`config.mk`:
```
export PLATFORM = sky130hd
export DESIGN_NAME = phase_comp_reg_host_flat
export DESIGN_NICKNAME = d
export VERILOG_FILES = /design/src/rtl/phase_comp_reg_host_if.sv /design/src/rtl/phase_comp_reg_host.sv /design/src/flat_wrapper.sv
export SDC_FILE = /design/constraint.sdc
export NUM_CORES = 1
export LEC_CHECK = 0
export ABC_CLOCK_PERIOD_IN_PS = 2000
export CORE_ASPECT_RATIO = 2
export CORE_MARGIN = 5
export CORE_UTILIZATION = 45
export CTS_CLUSTER_DIAMETER = 40
export DETAILED_ROUTE_END_ITERATION = 10
export PLACE_DENSITY = 0.8
export SYNTH_ARGS = -nofsm -noshare
export SYNTH_HDL_FRONTEND = slang
export SYNTH_SLANG_ARGS = --single-unit
```
`constraint.sdc`:
```
create_clock -name clk -period 2 [get_ports clk]
set_input_delay 0.3 -clock clk [delete_from_list [all_inputs] [get_ports clk]]
set_output_delay 0.3 -clock clk [all_outputs]
set_load 0.01 [all_outputs]
```
`src/rtl/phase_comp_reg_host_if.sv`:
```
// Bundle of the serial host pins and the phase compensator register-file port.
// master: the environment side (pin driver plus register file).
// slave:  the serial-to-parallel bridge.
interface phase_comp_reg_host_if #(
  parameter int NUM_W  = 4,
  parameter int DATA_W = 10
);
  logic              cs;
  logic              sdi_en;
  logic              sdi;
  logic [DATA_W-1:0] reg_read_data;
  logic [NUM_W-1:0]  reg_num;
  logic              reg_write_readb;
  logic [DATA_W-1:0] reg_load_data;
  logic              sdo;
  logic              busy;
  logic              done;
  logic              err;

  modport master (
    output cs, sdi_en, sdi, reg_read_data,
    input  reg_num, reg_write_readb, reg_load_data, sdo, busy, done, err
  );

  modport slave (
    input  cs, sdi_en, sdi, reg_read_data,
    output reg_num, reg_write_readb, reg_load_data, sdo, busy, done, err
  );
endinterface

```
`src/rtl/phase_comp_reg_host.sv`:
```
// Serial host bridge for the phase compensator register access port.
// Frame: W/Rb bit, NUM_W register-number bits, then DATA_W data bits on writes,
// all MSB first. Writes end in a one-cycle load enable; reads capture the
// register and shift it out on sdo.
// Optional build macro PHASE_COMP_REG_HOST_PARITY_EN: write frames carry a
// trailing even-parity bit; a bad frame skips the commit and raises sticky err.
module phase_comp_reg_host #(
  parameter int NUM_W  = 4,
  parameter int DATA_W = 10
) (
  input  logic clk,
  input  logic reset,
  phase_comp_reg_host_if.slave bus
);
  // Counter must reach DATA_W to cover the parity bit position.
  localparam int CNT_W = $clog2(DATA_W + 2);

  typedef enum logic [2:0] {IDLE, HDR, WDATA, COMMIT, RCAPT, RDATA, HOLD} state_t;

  state_t            state, state_nx;
  logic              strobe;
  logic              last_hdr;
  logic              last_data;
  logic [CNT_W-1:0]  cnt;
  logic              wrb;
  // Shared shift register: header/write data in, captured read data out.
  logic [DATA_W-1:0] shf;
  logic [NUM_W-1:0]  reg_num_q;
  logic [DATA_W-1:0] load_q;
  logic              wr_c;
  logic              done_c;
  logic              busy_c;
  logic              sdo_c;
`ifdef PHASE_COMP_REG_HOST_PARITY_EN
  logic              par;
  logic              par_ok;
  logic              err_q;
`endif

  assign strobe    = bus.cs & bus.sdi_en;
  assign last_hdr  = strobe && (cnt == CNT_W'(NUM_W - 1));
  assign last_data = strobe && (cnt == CNT_W'(DATA_W - 1));
`ifdef PHASE_COMP_REG_HOST_PARITY_EN
  // Running XOR of all prior frame bits combined with the parity bit on sdi.
  assign par_ok    = ~(par ^ bus.sdi);
`endif

  // State register
  always_ff @(posedge clk) begin
    if (reset) state <= IDLE;
    else       state <= state_nx;
  end

  // Next-state decode; dropping cs always returns to IDLE
  always_comb begin
    state_nx = state;
    unique case (state)
      IDLE:   if (strobe) state_nx = HDR;
      HDR:    if (last_hdr) state_nx = wrb ? WDATA : RCAPT;
      WDATA: begin
`ifdef PHASE_COMP_REG_HOST_PARITY_EN
        if (strobe && cnt == CNT_W'(DATA_W)) state_nx = par_ok ? COMMIT : HOLD;
`else
        if (last_data) state_nx = COMMIT;
`endif
      end
      COMMIT: state_nx = HOLD;
      RCAPT:  state_nx = RDATA;
      RDATA:  if (last_data) state_nx = HOLD;
      HOLD:   state_nx = HOLD;
      default: state_nx = IDLE;
    endcase
    if (state != IDLE && !bus.cs) state_nx = IDLE;
  end

  // Output decode; the load enable exists only in COMMIT so it is never wider than a cycle
  always_comb begin
    wr_c   = 1'b0;
    done_c = 1'b0;
    busy_c = (state != IDLE);
    sdo_c  = 1'b0;
    unique case (state)
      COMMIT:  begin wr_c = 1'b1; done_c = 1'b1; end
      RCAPT:   done_c = 1'b1;
      RDATA:   sdo_c = shf[DATA_W-1];
      default: ;
    endcase
  end

  // Frame datapath: bit counting, shifting, register number / load data capture
  always_ff @(posedge clk) begin
    if (reset) begin
      reg_num_q <= '0;
      load_q    <= '0;
`ifdef PHASE_COMP_REG_HOST_PARITY_EN
      err_q     <= 1'b0;
`endif
    end else begin
      unique case (state)
        IDLE: if (strobe) begin
          wrb <= bus.sdi;
          cnt <= '0;
`ifdef PHASE_COMP_REG_HOST_PARITY_EN
          par   <= bus.sdi;
          err_q <= 1'b0;
`endif
        end
        HDR: if (strobe) begin
          shf <= {shf[DATA_W-2:0], bus.sdi};
          cnt <= cnt + 1'b1;
`ifdef PHASE_COMP_REG_HOST_PARITY_EN
          par <= par ^ bus.sdi;
`endif
          if (last_hdr) begin
            reg_num_q <= {shf[NUM_W-2:0], bus.sdi};
            cnt       <= '0;
          end
        end
        WDATA: if (strobe) begin
`ifdef PHASE_COMP_REG_HOST_PARITY_EN
          if (cnt == CNT_W'(DATA_W)) begin
            if (par_ok) load_q <= shf;
            else        err_q  <= 1'b1;
          end else begin
            shf <= {shf[DATA_W-2:0], bus.sdi};
            cnt <= cnt + 1'b1;
            par <= par ^ bus.sdi;
          end
`else
          shf <= {shf[DATA_W-2:0], bus.sdi};
          cnt <= cnt + 1'b1;
          if (last_data) load_q <= {shf[DATA_W-2:0], bus.sdi};
`endif
        end
        RCAPT: begin
          shf <= bus.reg_read_data;
          cnt <= '0;
        end
        RDATA: if (strobe) begin
          shf <= {shf[DATA_W-2:0], 1'b0};
          cnt <= cnt + 1'b1;
        end
        default: ;
      endcase
    end
  end

  assign bus.reg_num         = reg_num_q;
  assign bus.reg_load_data   = load_q;
  assign bus.reg_write_readb = wr_c;
  assign bus.done            = done_c;
  assign bus.busy            = busy_c;
  assign bus.sdo             = sdo_c;
`ifdef PHASE_COMP_REG_HOST_PARITY_EN
  assign bus.err             = err_q;
`else
  assign bus.err             = 1'b0;
`endif
endmodule

```
`src/flat_wrapper.sv`:
```
// flat-port wrapper written by rule: the top's interface ports become plain ports
module phase_comp_reg_host_flat 
#(
  parameter int NUM_W  = 4,
  parameter int DATA_W = 10
)
  (clk, reset, bus_cs, bus_sdi_en, bus_sdi, bus_reg_read_data, bus_reg_num, bus_reg_write_readb, bus_reg_load_data, bus_sdo, bus_busy, bus_done, bus_err);
  phase_comp_reg_host_if #(.NUM_W(NUM_W), .DATA_W(DATA_W)) bus_i ();
  input  logic clk;
  input  logic reset;
  input wire logic [$bits(bus_i.cs)-1:0] bus_cs;
  input wire logic [$bits(bus_i.sdi_en)-1:0] bus_sdi_en;
  input wire logic [$bits(bus_i.sdi)-1:0] bus_sdi;
  input wire logic [$bits(bus_i.reg_read_data)-1:0] bus_reg_read_data;
  output wire logic [$bits(bus_i.reg_num)-1:0] bus_reg_num;
  output wire logic [$bits(bus_i.reg_write_readb)-1:0] bus_reg_write_readb;
  output wire logic [$bits(bus_i.reg_load_data)-1:0] bus_reg_load_data;
  output wire logic [$bits(bus_i.sdo)-1:0] bus_sdo;
  output wire logic [$bits(bus_i.busy)-1:0] bus_busy;
  output wire logic [$bits(bus_i.done)-1:0] bus_done;
  output wire logic [$bits(bus_i.err)-1:0] bus_err;
  assign bus_i.cs = bus_cs;
  assign bus_i.sdi_en = bus_sdi_en;
  assign bus_i.sdi = bus_sdi;
  assign bus_i.reg_read_data = bus_reg_read_data;
  assign bus_reg_num = bus_i.reg_num;
  assign bus_reg_write_readb = bus_i.reg_write_readb;
  assign bus_reg_load_data = bus_i.reg_load_data;
  assign bus_sdo = bus_i.sdo;
  assign bus_busy = bus_i.busy;
  assign bus_done = bus_i.done;
  assign bus_err = bus_i.err;
  phase_comp_reg_host #(.NUM_W(NUM_W), .DATA_W(DATA_W)) u_core (.clk(clk), .reset(reset), .bus(bus_i));
endmodule
```
==> results of run 1 <==
-- final cells by class --
type / count / area, µm² / share of cell area (%)
Sequential cell: 32 / 797.0 / 37.10
Multi-Input combinational cell: 109 / 783.3 / 36.46
Timing Repair Buffer: 42 / 395.4 / 18.40
Clock buffer: 8 / 100.1 / 4.659
Tap cell: 49 / 61.31 / 2.854
Inverter: 3 / 11.26 / 0.5242
-- worst paths after layout --
check | endpoint | depth (start not counted) | slack [ns] | startpoint
max | bus_sdo | 3 | 0.1 | u_core.state[2]
min | u_core.bus.reg_load_data[9] | 2 | 0.48 | u_core.bus.reg_load_data[9]
max reg2reg | u_core.bus.reg_load_data[4] | 4 | 0.32 | u_core.state[2]
min reg2reg | u_core.bus.reg_load_data[9] | 2 | 0.48 | u_core.bus.reg_load_data[9]
-- flip-flops by register name, summed over array words and instances (netlist names) --
register	flops
u_core.state	3
u_core.bus.reg_num	4
u_core.shf	10
u_core.cnt	4
u_core.wrb	1
u_core.bus.reg_load_data	10
-- logic make-up after synthesis --
logic type / Yosys count
and+or+nand+nor: 49
AOI/OAI and AO/OA: 46
DFF: 32
buffers and inverters: 18
muxes: 9
adders and majority gates: 2
xor gates and xnor gates: 2
other: 1
-- worst max-delay path: stages, from the launching register on --
cell             delay (ns)
dfxtp_4                0.42
nor2b_1                0.18
and3_1                 0.18
clkdlybuf4s50_1        0.54
-- metal layers --
layer  track usage [%]  vias up  part of all wire, %
met5                 0        -                    0
met4             8.742        0                  2.7
met3             2.660       15                  3.9
met2             36.31       51                   59
met1             19.64      708                   35
li1                  -      673                    -
-- power by group --
group | internal [W] | total, W | switching (W)
Clock | 0.000314 | 0.000536 | 0.000222
Sequential | 0.000698 | 0.000715 | 0.0000163
Combinational | 0.0000628 | 0.000125 | 0.0000625
Total | 0.00107 | 0.00138 | 0.000301
-- per-stage QoR --
step | instances | hold slack [ns] | util, % | instance area (µm²)
after floorplan | 159 | 0.3989 | - | 1658
after global placement | 235 | 0.4642 | 57.01 | 2034
after detailed placement | 235 | 0.4729 | 57.01 | 2034
after CTS | 243 | 0.4813 | 60.10 | 2145
after global routing | 243 | 0.5074 | 60.20 | 2148
final | 243 | 0.4798 | 60.20 | 2148
-- placed cells by master, fill, tap and decap left out, drive strengths merged, types with 2 or more instances in the layout --
cell / count
dfxtp: 17
clkbuf: 8
or3: 2
mux2: 9
nand2b: 2
a21oi: 20
ha: 2
a211o: 2
nand3b: 3
edfxtp: 15
nor2: 5
a21o: 2
and3: 2
clkdlybuf4s50: 32
inv: 3
buf: 10
nand3: 8
o21ai: 5
nand4: 10
nand2: 5
o31ai: 10
-- what timing repair did --
| action | CTS | global route |
|---|---|---|
| buffers inserted | 0 | 0 |
| setup endpoints to repair | 2 | 2 |
| hold endpoints to repair | 0 | 0 |
| resized for setup | 3 | 2 |
| pin swaps | 0 | 0 |
==> qor.txt, run 1 <==
status: finished clean
worst skew pair latency: 0.28 ns
most frequent cell after synthesis: a21oi_1
WL final: 4.387 mm
Initial DRT Pass Iterations: 4
simple-gate share of the synthesized area: 19.17%
clk sink count: 32
Adder-Cell Fraction of Synth Area: 1.515%
Yosys Warn Count: 0
initial core utilization: 46.28%
Post-DP HPWL: 3.351 mm
setup TNS: 0 ns
Synth area leaders: edfxtp_1 (27%), dfxtp_1 (21%), mux2_2 (6.1%)
Data arrival, critical path: 1.60 ns
clock buffer depth: 2
routability congestion estimate: 0.9222
Final Hold Viols: 0
Static Leak: 0.7179 nW
Syn Inst Count: 159
Post-synth top cells: a21oi_1 (20), dfxtp_1 (17), edfxtp_1 (15)
Crit Path Class: flip-flop to output port
Final Cycle Share: 95.00%
area delta synth->final: 30.08%
CTS clk-pin slew, worst paths: 0.06 ns
die width: 52.84 µm
hold_buf cts: 0
Slew headroom: 56.00%
CP Data Required Time: 1.70 ns
layout cells sized above 1: 19.07%
CP max FO: 11
DR vias: 1447
xor/xnor share of the synthesized area: 1.061%
First DRT Iteration DRCs: 55
element type at the critical path end: output port
ys async rst share: 0%
count of cell types in the netlist: 47
Yosys reg bits: 32
Final #Nets: 210
worst hold-check path type: flip-flop to flip-flop
ANT nets after route: 0
pre-CTS setup slack: 0.08893 ns
initial antenna violation count: 0
main combinational cell family by area after synthesis: simple AND/OR/NAND/NOR gates
RSZ-0062 raised after global routing: no
Port Buffers: 32
Slew Limit Fails: 0
DR WL/cell: 18.05 µm
Post-synth EDFFs: 15
worst setup margin: 0.09997 ns
pin count of the biggest net entering global routing: 15
VDD IR max: 0.0004564 V
I/O pin total: 34
CTS Buf Count: 5
vias in the first global route: 1457
Root Driver: clkbuf_8
Die Area: 5055 µm²
core area: 3568 µm²
detailed-route DRC error count: 0
max-cap violations: 0
Synth area leader: edfxtp_1
n_diodes: 0
die height: 95.68 µm
post-synthesis sequential area ratio: 47.88%
Vias/cell: 5.955
syn_area_per_cell: 10.39 µm²
Synth top area share: 27.27%
Mapped Area: 1652 µm²
Pwr Density: 640.3 nW/µm²
gr usage total: 19.15%
final setup fails: 0
CP Launch Type: flip-flop
first-pass GRT wire length: 7.134 mm
Worst Skew: 0.003131 ns
row count: 31
htree depth: 2
final worst path period need: 1.900 ns
Fmax achieved: 526.3 MHz
worst-margin pin slew: 0.6508 ns
multiplexer area fraction after synthesis: 6.136%
final total power: 0.001376 W
Syn Nets: 176
CTS tree: yes
fill cell total of the finished layout: 311
Post-synth top flop: dfxtp_1
GR Overflow Total: 0
compound-cell area share of the yosys netlist: 18.48%
Power figures use the tool's default switching activity.
==> run 2: changes to the inputs <==
--- a/config.mk
+++ b/config.mk
@@ -5,10 +5,11 @@
 export SDC_FILE = /design/constraint.sdc
 export NUM_CORES = 1
 export LEC_CHECK = 0
-export ABC_CLOCK_PERIOD_IN_PS = 2000
+export ABC_AREA = 1
+export ABC_CLOCK_PERIOD_IN_PS = 1700
 export CORE_ASPECT_RATIO = 2
 export CORE_MARGIN = 5
-export CORE_UTILIZATION = 45
+export CORE_UTILIZATION = 44
 export CTS_CLUSTER_DIAMETER = 40
 export DETAILED_ROUTE_END_ITERATION = 10
 export PLACE_DENSITY = 0.8
==> constraint.sdc (replaced) <==
create_clock -name clk -period 1.7 [get_ports clk]
set_input_delay 0.255 -clock clk [delete_from_list [all_inputs] [get_ports clk]]
set_output_delay 0.255 -clock clk [all_outputs]
set_load 0.01 [all_outputs]
==> run 2 against run 1 <==
- clock skew up 0.0030 ns
- synthesized cell count grew 11%
- core utilization fell by 0.98 points
- total power rose by 79%
- sequential cell count is the same
- setup slack worse by 0.0098 ns
- non-clock buffer count down 1
- sequential power up 50%
- area after synthesis shrank 7.8%
- count of clock-buffer cells in the layout down 2
- critical path type unchanged
==> qor.txt, run 2 <==
Fmax achieved: 621.2 MHz
final worst path period need: 1.610 ns
Post-synth EDFFs: 15
syn_area_per_cell: 8.603 µm²
First DRT Iteration DRCs: 23
final setup fails: 0
Global Route met3 Usage: 3.668%
Multi-input gate area: 583.1 µm²
Min-Delay Startpoint: u_core.shf[8]
VDD IR max: 0.0008958 V
worst skew pair latency: 0.28 ns
Die Area: 4808 µm²
gr usage total: 15.53%
Yosys reg bits: 32
Initial DRT Pass Iterations: 4
Slew Limit Fails: 0
CP max FO: 5
Synth top area share: 29.58%
Final Cycle Share: 94.70%
Syn Nets: 194
area delta synth->final: 31.39%
Syn Inst Count: 177
row count: 30
clk sink count: 32
RSZ-0062 raised after global routing: no
CP Launch Point: u_core.state[1]
Crit Path Class: flip-flop to output port
WL final: 3.259 mm
die width: 51.60 µm
I/O pin total: 34
status: finished clean
detailed-route DRC error count: 0
Pwr Density: 1232 nW/µm²
layout cells sized above 1: 17.35%
Synth area leaders: edfxtp_1 (30%), dfxtp_1 (22%), o21ai_0 (7.9%)
ANT nets after route: 0
Root Driver: clkbuf_8
initial antenna violation count: 0
ys async rst share: 0%
fill cell total of the finished layout: 293
commonest non-fill, non-tap cell in the layout: clkdlybuf4s50_1
CTS tree: yes
routability congestion estimate: 0.8389
Final Hold Viols: 0
initial core utilization: 45.07%
met2 Usage GRT: 26.49%
Worst Skew: 0.006114 ns
register area: 794.5 µm²
CP Launch Type: flip-flop
Static Leak: 0.8511 nW
most frequent cell after synthesis: nand2_1
clock buffer depth: 2
CP Data Required Time: 1.44 ns
CTS clk-pin slew, worst paths: 0.07 ns
Post-synth top cells: nand2_1 (27), o21ai_0 (24), inv_1 (21)
worst setup margin: 0.09013 ns
Util after Layout: 59.22%
Data arrival, critical path: 1.35 ns
worst hold-check path type: flip-flop to flip-flop
pin count of the biggest net entering global routing: 21
M1 GR Usage: 15.68%
die height: 93.20 µm
most frequent cells in the layout: clkdlybuf4s50_1 (28), nand2_1 (27), o21ai_0 (24)
core area: 3378 µm²
first-pass GRT wire length: 5.375 mm
max-cap violations: 0
n_diodes: 0
Post-synth top flop: dfxtp_1
hold_buf cts: 0
post-synthesis sequential area ratio: 51.93%
Port Buffers: 32
Vias/cell: 5.108
htree depth: 2
DR vias: 1282
Final #Nets: 235
CTS Buf Count: 5
Post-DP HPWL: 2.461 mm
Synth area leader: edfxtp_1
pre-CTS setup slack: -0.04025 ns
Yosys Warn Count: 0
count of cell types in the netlist: 30
RR Startpoint: u_core.cnt[0]
DR WL/cell: 12.98 µm
GR Overflow Total: 0
GRT busiest layer: met2
vias in the first global route: 1195
Mapped Area: 1523 µm²
element type at the critical path end: output port
## run 2: changes by cell type after synthesis, moves of 4 or more
cell | previous run | this run
o21ai_0 | 5 | 24
mux2_2 | 9 | 0
nand2_2 | 0 | 4
o31ai_1 | 10 | 1
nand2_1 | 5 | 27
clkbuf_1 | 7 | 0
nand3_1 | 8 | 4
nand4_1 | 10 | 2
nor2_1 | 4 | 14
o21ai_1 | 0 | 4
inv_1 | 3 | 21
## run 2: metrics by stage
stage | total power, W | setup TNS (ns) | instances | cell area, µm² | hold WS (ns)
final | 0.002465 | 0 | 251 | 2001 | 0.5115
after global placement | 0.001877 | 0 | 243 | 1909 | 0.4912
after CTS | 0.002495 | 0 | 251 | 2001 | 0.5131
after floorplan | 0.001623 | 0 | 177 | 1523 | 0.3539
after detailed placement | 0.001897 | -0.1337 | 243 | 1909 | 0.4928
after global routing | 0.002637 | 0 | 251 | 2001 | 0.5377
## run 2: repair_timing
action                                  4_1_cts  5_1_grt
endpoints found under the setup margin        4        0
setup buffers                                 0        0
resized for setup                             7        0
## run 2: worst paths after layout
kind	end	slack, ns	cells past startpoint
worst max-delay path	bus_busy	0.09	5
worst max register to register	u_core.cnt[2]	0.19	6
worst min-delay path	u_core.bus.reg_load_data[9]	0.51	2
worst min register to register	u_core.bus.reg_load_data[9]	0.51	2
## run 2: cell type report
cell class	instances	area share (%)
clock inverter	2	0.5003
timing repair buffer	41	19.76
tap	32	2.001
multi-input combinational	113	29.14
clock buffer	6	4.128
inverter	25	4.753
sequential	32	39.71
## run 2: per-layer routing
metal / vias to the layer above / wire [µm]
met5: - / 0
met4: 0 / 138
met3: 10 / 142
met2: 30 / 1746
met1: 582 / 1231
li1: 660 / -
## run 2: where the power goes
group | switching [W] | leakage [nW] | internal (W) | total [W]
clock | 0.000278 | 0.0510 | 0.000323 | 0.000600
combinational | 0.000485 | 0.523 | 0.000311 | 0.000796
sequential | 0.0000860 | 0.277 | 0.000983 | 0.00107
## run 2: critical path: stages (launching register included)
cell and delay [ns]:
dfxtp_2 0.35, inv_2 0.12, nand2_2 0.09, nor2_2 0.15, inv_1 0.07, dlygate4sd2_1 0.29
## run 2: kinds of logic (layout without fill, tap and decap cells)
logic type | after synthesis | in the layout | synth area share [%]
adder cells (fa/ha/maj) | 2 | 2 | 1.643
XOR/XNOR | 1 | 1 | 0.5753
buffers and inverters | 32 | 74 | 9.777
other | 1 | 1 | 0.2463
AO/OA/AOI/OAI | 47 | 47 | 15.78
AND/OR/NAND/NOR | 62 | 62 | 20.05
flip-flops | 32 | 32 | 51.93
==> run 3: changes to the inputs <==
--- a/config.mk
+++ b/config.mk
@@ -8,11 +8,11 @@
 export ABC_AREA = 1
 export ABC_CLOCK_PERIOD_IN_PS = 1700
 export CORE_ASPECT_RATIO = 2
-export CORE_MARGIN = 5
 export CORE_UTILIZATION = 44
 export CTS_CLUSTER_DIAMETER = 40
 export DETAILED_ROUTE_END_ITERATION = 10
 export PLACE_DENSITY = 0.8
+export REMOVE_ABC_BUFFERS = 1
 export SYNTH_ARGS = -nofsm -noshare
 export SYNTH_HDL_FRONTEND = slang
 export SYNTH_SLANG_ARGS = --single-unit
==> run 3 against run 2 <==
- critical endpoint unchanged
- critical path depth unchanged
- sequential power about the same
- clock skew down 0.00062 ns
- count of clock-buffer cells in the layout down 1
- cell area down 0.69%
- setup slack better by 0.044 ns
- combinational power about the same
- non-clock buffer count unchanged
- largest power group unchanged
- highest routed layer unchanged
==> qor.txt, run 3 (synthesis results as in run 2) <==
status: finished clean
area delta synth->final: 30.49%
Worst Skew: 0.005491 ns
Pwr Density: 1218 nW/µm²
Vias/cell: 5.156
ANT nets after route: 0
routability congestion estimate: 0.8774
Final Cycle Share: 92.14%
first-pass GRT wire length: 5.589 mm
Data arrival, critical path: 1.31 ns
DR WL/cell: 13.39 µm
Root Driver: clkbuf_8
row count: 29
post-route cell area: 1987 µm²
core area: 3229 µm²
element type at the critical path end: output port
CTS tree: yes
max-cap violations: 0
Top Layer Used: met4
VDD IR max: 0.0008268 V
initial core utilization: 47.15%
Initial DRT Pass Iterations: 4
met3 routed WL: 88 µm
worst hold-check path type: flip-flop to flip-flop
final total power: 0.002421 W
die height: 85.20 µm
commonest non-fill, non-tap cell in the layout: clkdlybuf4s50_1
n_diodes: 0
met2 wire length: 1.943 mm
Final Hold Viols: 0
die width: 43.60 µm
Final #Nets: 235
GR Overflow Total: 0
fill cell total of the finished layout: 273
CTS clk-pin slew, worst paths: 0.07 ns
CP Launch Type: flip-flop
CP max FO: 5
r2r endpoint: u_core.bus.reg_load_data[7]
Die Area: 3714 µm²
fin cells: 250
final setup fails: 0
Post-DP HPWL: 2.555 mm
First DRT Iteration DRCs: 24
RSZ-0062 raised after global routing: no
clk sink count: 32
Crit Path Class: flip-flop to output port
Port Buffers: 32
Inst Count DP: 242
Met1 Wirelength: 1.184 mm
CP Data Required Time: 1.44 ns
CP endpoint: bus_busy
post-cts resize count: 10
DR vias: 1289
htree depth: 2
Multi-input gate area: 588.1 µm²
CTS Buf Count: 5
vias in the first global route: 1277
most frequent cells in the layout: clkdlybuf4s50_1 (28), nand2_1 (27), o21ai_0 (24)
initial antenna violation count: 0
final worst path period need: 1.566 ns
setup bufs post-CTS: 0
I/O pin total: 34
layout cells sized above 1: 16.89%
r2r setup slk: 0.26 ns
WL final: 3.347 mm
r2r worst-path depth: 8
CP Launch Point: u_core.state[1]
worst skew pair latency: 0.28 ns
instance area at placement: 1896 µm²
gr usage total: 20.65%
Slew Limit Fails: 0
Fmax achieved: 638.4 MHz
Static Leak: 0.8454 nW
clock buffer depth: 2
RR Startpoint: u_core.cnt[0]
detailed-route DRC error count: 0
register area: 799.5 µm²
hold_buf cts: 0
pin count of the biggest net entering global routing: 21
[run 3: cell types whose count changed in the layout (fill, tap and decap cells not counted), sizes merged]
cell and change:
clkinv +1, clkbuf -1
[run 3: worst max-delay path, cell delays in order (launching register included)]
cell and delay, ns:
dfxtp_2 0.35, inv_2 0.12, nand2_2 0.10, nor2_4 0.12, inv_1 0.06, dlygate4sd2_1 0.28
[run 3: power breakdown]
part           leakage, nW  switching (W)  internal, W
sequential           0.278      0.0000892     0.000989
clock               0.0453       0.000273     0.000277
combinational        0.522       0.000489     0.000303
[run 3: worst min-delay path by stage]
stage                       start                     endpoint  slack, ns  cells past startpoint
finish              u_core.shf[5]  u_core.bus.reg_load_data[6]       0.51                      2
global placement    u_core.shf[7]  u_core.bus.reg_load_data[8]       0.49                      2
global route        u_core.shf[4]  u_core.bus.reg_load_data[5]       0.54                      2
floorplan                 bus_sdi                   u_core.wrb       0.35                      0
CTS                 u_core.shf[4]  u_core.bus.reg_load_data[5]       0.51                      2
detailed placement  u_core.shf[5]  u_core.bus.reg_load_data[6]       0.50                      2
[run 3: layout make-up]
| type | instances | area share (%) |
|---|---|---|
| Inverter | 25 | 4.786 |
| Timing Repair Buffer | 41 | 19.27 |
| Multi-Input combinational cell | 113 | 29.60 |
| Tap cell | 31 | 1.952 |
| Sequential cell | 32 | 40.24 |
| Clock buffer | 5 | 3.463 |
| Clock inverter | 3 | 0.6927 |
[run 3: metal layers]
layer  vias up  global-route usage (%)
li1        663                       -
met1       587                   19.45
met2        26                   37.86
met3        13                   4.043
met4         0                   13.07
met5         -                       0
[run 3: through the flow]
stage          util (%)  setup TNS [ns]  hold WS [ns]  setup slack [ns]
2_1_floorplan         -          -4.238        0.3539           -0.4238
3_3_place_gp      58.70               0        0.4932           0.01632
3_5_place_dp      58.70        -0.03461        0.4984          -0.01286
4_1_cts           61.53               0        0.5081            0.1172
5_1_grt           61.53               0        0.5381           0.05637
6_report          61.53               0        0.5057            0.1337
